`src/rtl/if_fetch_unit.sv`:
```
// IF-stage fetch engine: owns the PC, talks to the L1 I-cache, applies delayed branch redirects and flushes.
// Optional feature macro: IF_ADDR_ALIGN_CHECK_EN (adds if_adel and misaligned-PC trapping).
module if_fetch_unit #(
  parameter logic [31:0] RESET_PC = 32'hBFC0_0000,
  parameter logic [31:0] NOP_INST = 32'h0000_0000
) (
  input  logic        clk,
  input  logic        rst,
  input  logic        stall,
  input  logic        flush,
  input  logic [31:0] flush_pc,
  input  logic        br_taken,
  input  logic [31:0] br_target,
  output logic        ic_req,
  output logic [31:0] ic_addr,
  input  logic        ic_ready,
  input  logic [31:0] ic_rdata,
  output logic [31:0] if_pc,
  output logic [31:0] if_inst,
  output logic        if_stall_req
`ifdef IF_ADDR_ALIGN_CHECK_EN
  ,
  output logic        if_adel
`endif
);

  typedef enum logic [0:0] {
    RUN   = 1'b0,
    DRAIN = 1'b1
  } state_t;

  state_t      state_q, state_next;
  logic [31:0] pc_q, pc_next;
  logic [31:0] tgt_q, tgt_next;
  logic        redir_pending_q, redir_pending_next;
  logic [31:0] redir_pc_q, redir_pc_next;
  logic        misalign;

`ifdef IF_ADDR_ALIGN_CHECK_EN
  logic adel_c;

  // Misaligned addresses are kept so the exception path can report them.
  function automatic logic [31:0] pc_load(input logic [31:0] a);
    return a;
  endfunction

  assign misalign = (pc_q[1:0] != 2'b00);
  assign if_adel  = adel_c;
`else
  // Without the alignment trap every PC load is word-aligned by construction.
  function automatic logic [31:0] pc_load(input logic [31:0] a);
    return {a[31:2], 2'b00};
  endfunction

  assign misalign = 1'b0;
`endif

  always_ff @(posedge clk) begin
    if (rst) begin
      state_q         <= RUN;
      pc_q            <= pc_load(RESET_PC);
      tgt_q           <= '0;
      redir_pending_q <= 1'b0;
      redir_pc_q      <= '0;
    end else begin
      state_q         <= state_next;
      pc_q            <= pc_next;
      tgt_q           <= tgt_next;
      redir_pending_q <= redir_pending_next;
      redir_pc_q      <= redir_pc_next;
    end
  end

  always_comb begin
    ic_req             = 1'b0;
`ifdef IF_ADDR_ALIGN_CHECK_EN
    ic_addr            = pc_q;
    adel_c             = 1'b0;
`else
    ic_addr            = {pc_q[31:2], 2'b00};
`endif
    if_pc              = '0;
    if_inst            = NOP_INST;
    if_stall_req       = 1'b0;
    state_next         = state_q;
    pc_next            = pc_q;
    tgt_next           = tgt_q;
    redir_pending_next = redir_pending_q;
    redir_pc_next      = redir_pc_q;

    case (state_q)
      RUN: begin
        if (misalign) begin
          // Faulting PC is parked with no cache request until a flush redirects it.
`ifdef IF_ADDR_ALIGN_CHECK_EN
          adel_c = 1'b1;
`endif
          if_pc = pc_q;
          if (flush) begin
            pc_next            = pc_load(flush_pc);
            redir_pending_next = 1'b0;
          end
        end else begin
          ic_req       = 1'b1;
          if_stall_req = ~ic_ready;
          if (ic_ready && !flush) begin
            if_pc   = pc_q;
            if_inst = ic_rdata;
          end

          if (flush) begin
            redir_pending_next = 1'b0;
            if (ic_ready) begin
              pc_next = pc_load(flush_pc);
            end else begin
              // A request is outstanding: it must complete at the same address first.
              tgt_next   = flush_pc;
              state_next = DRAIN;
            end
          end else if (ic_ready && !stall) begin
            if (br_taken) begin
              pc_next = pc_load(br_target);
            end else if (redir_pending_q) begin
              pc_next = pc_load(redir_pc_q);
            end else begin
              pc_next = pc_q + 32'd4;
            end
            redir_pending_next = 1'b0;
          end else if (br_taken) begin
            // Delay slot still in flight or held: remember the target for the next advance.
            redir_pending_next = 1'b1;
            redir_pc_next      = br_target;
          end
        end
      end

      DRAIN: begin
        ic_req       = 1'b1;
        if_stall_req = 1'b1;
        if (ic_ready) begin
          pc_next    = pc_load(flush ? flush_pc : tgt_q);
          state_next = RUN;
        end else if (flush) begin
          tgt_next = flush_pc;
        end
      end

      default: begin
        state_next = RUN;
      end
    endcase

    // Reset also kills any outstanding request presented to the cache.
    if (rst) begin
      ic_req       = 1'b0;
      if_pc        = '0;
      if_inst      = NOP_INST;
      if_stall_req = 1'b0;
`ifdef IF_ADDR_ALIGN_CHECK_EN
      adel_c       = 1'b0;
`endif
    end
  end

endmodule
```
`config.mk`:
```
export PLATFORM = sky130hd
export DESIGN_NAME = if_fetch_unit
export DESIGN_NICKNAME = d
export VERILOG_FILES = /design/src/rtl/if_fetch_unit.sv
export SDC_FILE = /design/constraint.sdc
export NUM_CORES = 1
export LEC_CHECK = 0
export BUFFER_PORTS_ARGS = -buffer_cell sky130_fd_sc_hd__buf_2
export CORE_UTILIZATION = 51
export DETAILED_ROUTE_END_ITERATION = 12
export PLACE_DENSITY = 0.9
export RECOVER_POWER = 25
export SLEW_MARGIN = 20
export SYNTH_ARGS = -nofsm -noshare
export SYNTH_HDL_FRONTEND = slang
export SYNTH_SLANG_ARGS = --single-unit
export TNS_END_PERCENT = 1
```
`constraint.sdc`:
```
create_clock -name clk -period 2.3 [get_ports clk]
set_input_delay 0.23 -clock clk [delete_from_list [all_inputs] [get_ports clk]]
set_output_delay 0.23 -clock clk [all_outputs]
set_load 0.005 [all_outputs]
```
==> metrics.txt <==
top area cells in the synthesized netlist=dfxtp_1 (33%), nand2_1 (12%), a21oi_1 (7.7%); fin crit period=roughly 2200 ps; Residual DRC=0; Clock Skew=about 11 ps; via count=6637; Total Routing Usage GR=32.5%; EDFF count, synth=0; Crit-path slowest cell=or2_2; post-synthesis mux area share=between 1 and 1.5%; initial antenna violation count=0; simple-gate portion of the synthesized area=around 32%; Tcrit/Tclk final=95.5%; register area=approximately 1800 sq um; Die Ht=~110 microns; Setup Fix Bufs, Post-CTS=0; Rows=38; vias per cell=between 5 and 6; largest net degree at the start of global routing=57; GPL Wtd Cong=between 0.9 and 1; CP bufs+invs=2; VDD IR-drop max=roughly 0.34 mV; CTS root buffer=clkbuf_8; fin cells=roughly 1100; Remaining Overflow, GRT=0; Initial Util=~52%; Final Cell Area=7040 sq um; Yosys warning total=0; Critical Path RT=a little over 2000 ps; compound-gate portion of the synthesized area=25.7%; RSZ-0062 raised after global routing=no; Clock Pin Slew Worst Setup and Hold Paths=around 100 ps; Layout Utilization=65.2%; critical path arrival=a little under 2000 ps; Slew Limit Fails=0; largest area contributor in the netlist=dfxtp_1; Leak=around 3 nW; # clock sinks=92; Setup crit start kind=flop; WL final=between 15000 and 20000 microns; GRT met1 Usage=a little over two fifths; Peak Freq=0.455 GHz; CTS Buf Count=9; Syn Area/Cell=7.10 sq um; Final nets=1086; CTS tree=built; # hold bufs at CTS=0; met2 usage=approximately 52%; n_diodes=0; slowest stage delay, CP=between 400 and 500 ps; first-pass GRT wire length=~29000 microns; layout cells sized above 1=about 26%; hpwl dp=between 10000 and 15000 microns; endpoints failing hold=0; Synth Flop Type=dfxtp_1; crit-path max FO=56; synthesized flop and latch total=92; Synth Cell Area=around 5600 sq um; Async SR Flop Fraction=0%; Synth Area in Adders=0.222%; final setup vio count=0; most frequent cell after synthesis=nand2_1; deepest clock path buffer count=2; hold crit path type=in2reg; area delta synth->final=24.7%; Yosys top cell area share=32.6%; Routed Antenna Nets=0; Seq/Total Area, Yosys=between 30% and 40%; Worst Tran Pin Value=693 ps; vias in the first global route=5767; status=completed; Yosys cell types=~70; Global Route met3 Usage=around 7.4%; CP delay by family, top=simple AND/OR/NAND/NOR gates; final setup TNS=0 ps; max cap viols=0; WL/cell=about 17 microns; Post-Synth XOR/XNOR Area=~1.4%; largest family of logic cells by synthesized area=simple AND/OR/NAND/NOR gates; CP endpoint kind=output pin; top cells by count, synth=nand2_1 (178), dfxtp_1 (92), a21oi_1 (87); Initial DRC Count=630; Top-Level Pins=200; core outline area=around 11000 sq um; Port-buffer cells=between 150 and 200; crit path kind=reg2out; die area=approximately 11000 sq um; clk_lat worst skew=370 ps; gr busiest metal=met2; Cell Chain, Critical Path=or2_2, nor2_2, buf_12, and2_1, buf_2; Rel. slew slack=between 50% and 60%; Filler cells=987; pwr dens=523 nW/um^2; Post-Synthesis Cells=795; Max H-tree Level=3; DRT Pass-1 Iters=5; DP Cell Count=1112; DIE WIDTH=~110 microns; Multi-input gate area=3450 sq um; Post-CTS Resized=0; DP Area=~7000 sq um
==> cell families (layout without fill, tap and decap cells) <==
logic type,count (synthesis),in the layout
other,1,4
adder cells (fa/ha/maj),1,1
AND/OR/NAND/NOR,368,368
XOR/XNOR,9,9
AO/OA/AOI/OAI,229,229
buffers and inverters,89,279
flip-flops,92,92
multiplexers,6,6
==> registers in the layout, summed over array words and instances (netlist names) <==
register	count
state_q	1
pc_q	30
tgt_q	30
redir_pc_q	30
redir_pending_q	1
==> report_power, final <==
| part | total, mW | switching [mW] | leakage (nW) | internal (mW) |
|---|---|---|---|---|
| Combinational | 0.837 | 0.495 | 2.17 | 0.342 |
| Sequential | 1.77 | 0.0837 | 0.754 | 1.69 |
| Clock | 1.07 | 0.640 | 0.0893 | 0.431 |
==> cell usage in the layout (no fill, tap or decap), types with 20 or more instances in the layout <==
| cell type | Yosys | routed |
|---|---|---|
| nand2_1 | 178 | 178 |
| buf_2 | 4 | 178 |
| dfxtp_1 | 92 | 92 |
| a21oi_1 | 87 | 87 |
| and2_1 | 56 | 56 |
| o21ai_0 | 41 | 41 |
| buf_4 | 4 | 39 |
| clkbuf_1 | 54 | 28 |
| nor2_1 | 27 | 26 |
| nor3_1 | 20 | 20 |
==> path summary, 6_finish.rpt <==
kind	endpoint	depth (start not counted)	slack [ps]	start
setup / recovery	if_pc[16]	5	100	state_q
hold / removal	tgt_q[28]	3	100	flush_pc[28]
setup reg to reg	pc_q[16]	5	160	pc_q[11]
hold reg to reg	tgt_q[9]	2	460	tgt_q[9]
==> worst register-to-register path: stages, from the launching register on <==
cell	delay, ps
dfxtp_1	480
nand4_4	130
or2_4	320
or4_4	530
or3_1	310
a311oi_1	270
==> per-layer routing <==
layer / part of all wire [%] / up-vias
li1: - / 3168
met1: 40 / 2983
met2: 46 / 434
met3: 12 / 52
met4: 2.4 / 0
met5: 0 / -
==> per-stage QoR <==
| stage | power, mW | worst slack (ps) | hold WS, ps |
|---|---|---|---|
| after floorplan | 2.25 | 251 | 366 |
| after global placement | 2.63 | 253 | 437 |
| after detailed placement | 2.64 | 213 | 444 |
| after CTS | 3.67 | 149 | 95.6 |
| after global routing | 3.82 | 40.1 | 99.8 |
| final | 3.68 | 103 | 102 |
==> layout make-up <==
| type | instances | area share, % |
|---|---|---|
| sequential | 92 | 26.2 |
| clock buffer | 10 | 1.96 |
| timing repair buffer | 247 | 18.9 |
| inverter | 16 | 0.853 |
| tap | 140 | 2.49 |
| clock inverter | 6 | 0.658 |
| multi-input combinational | 617 | 49.0 |
No activity file was read; power rests on OpenSTA's default activity.
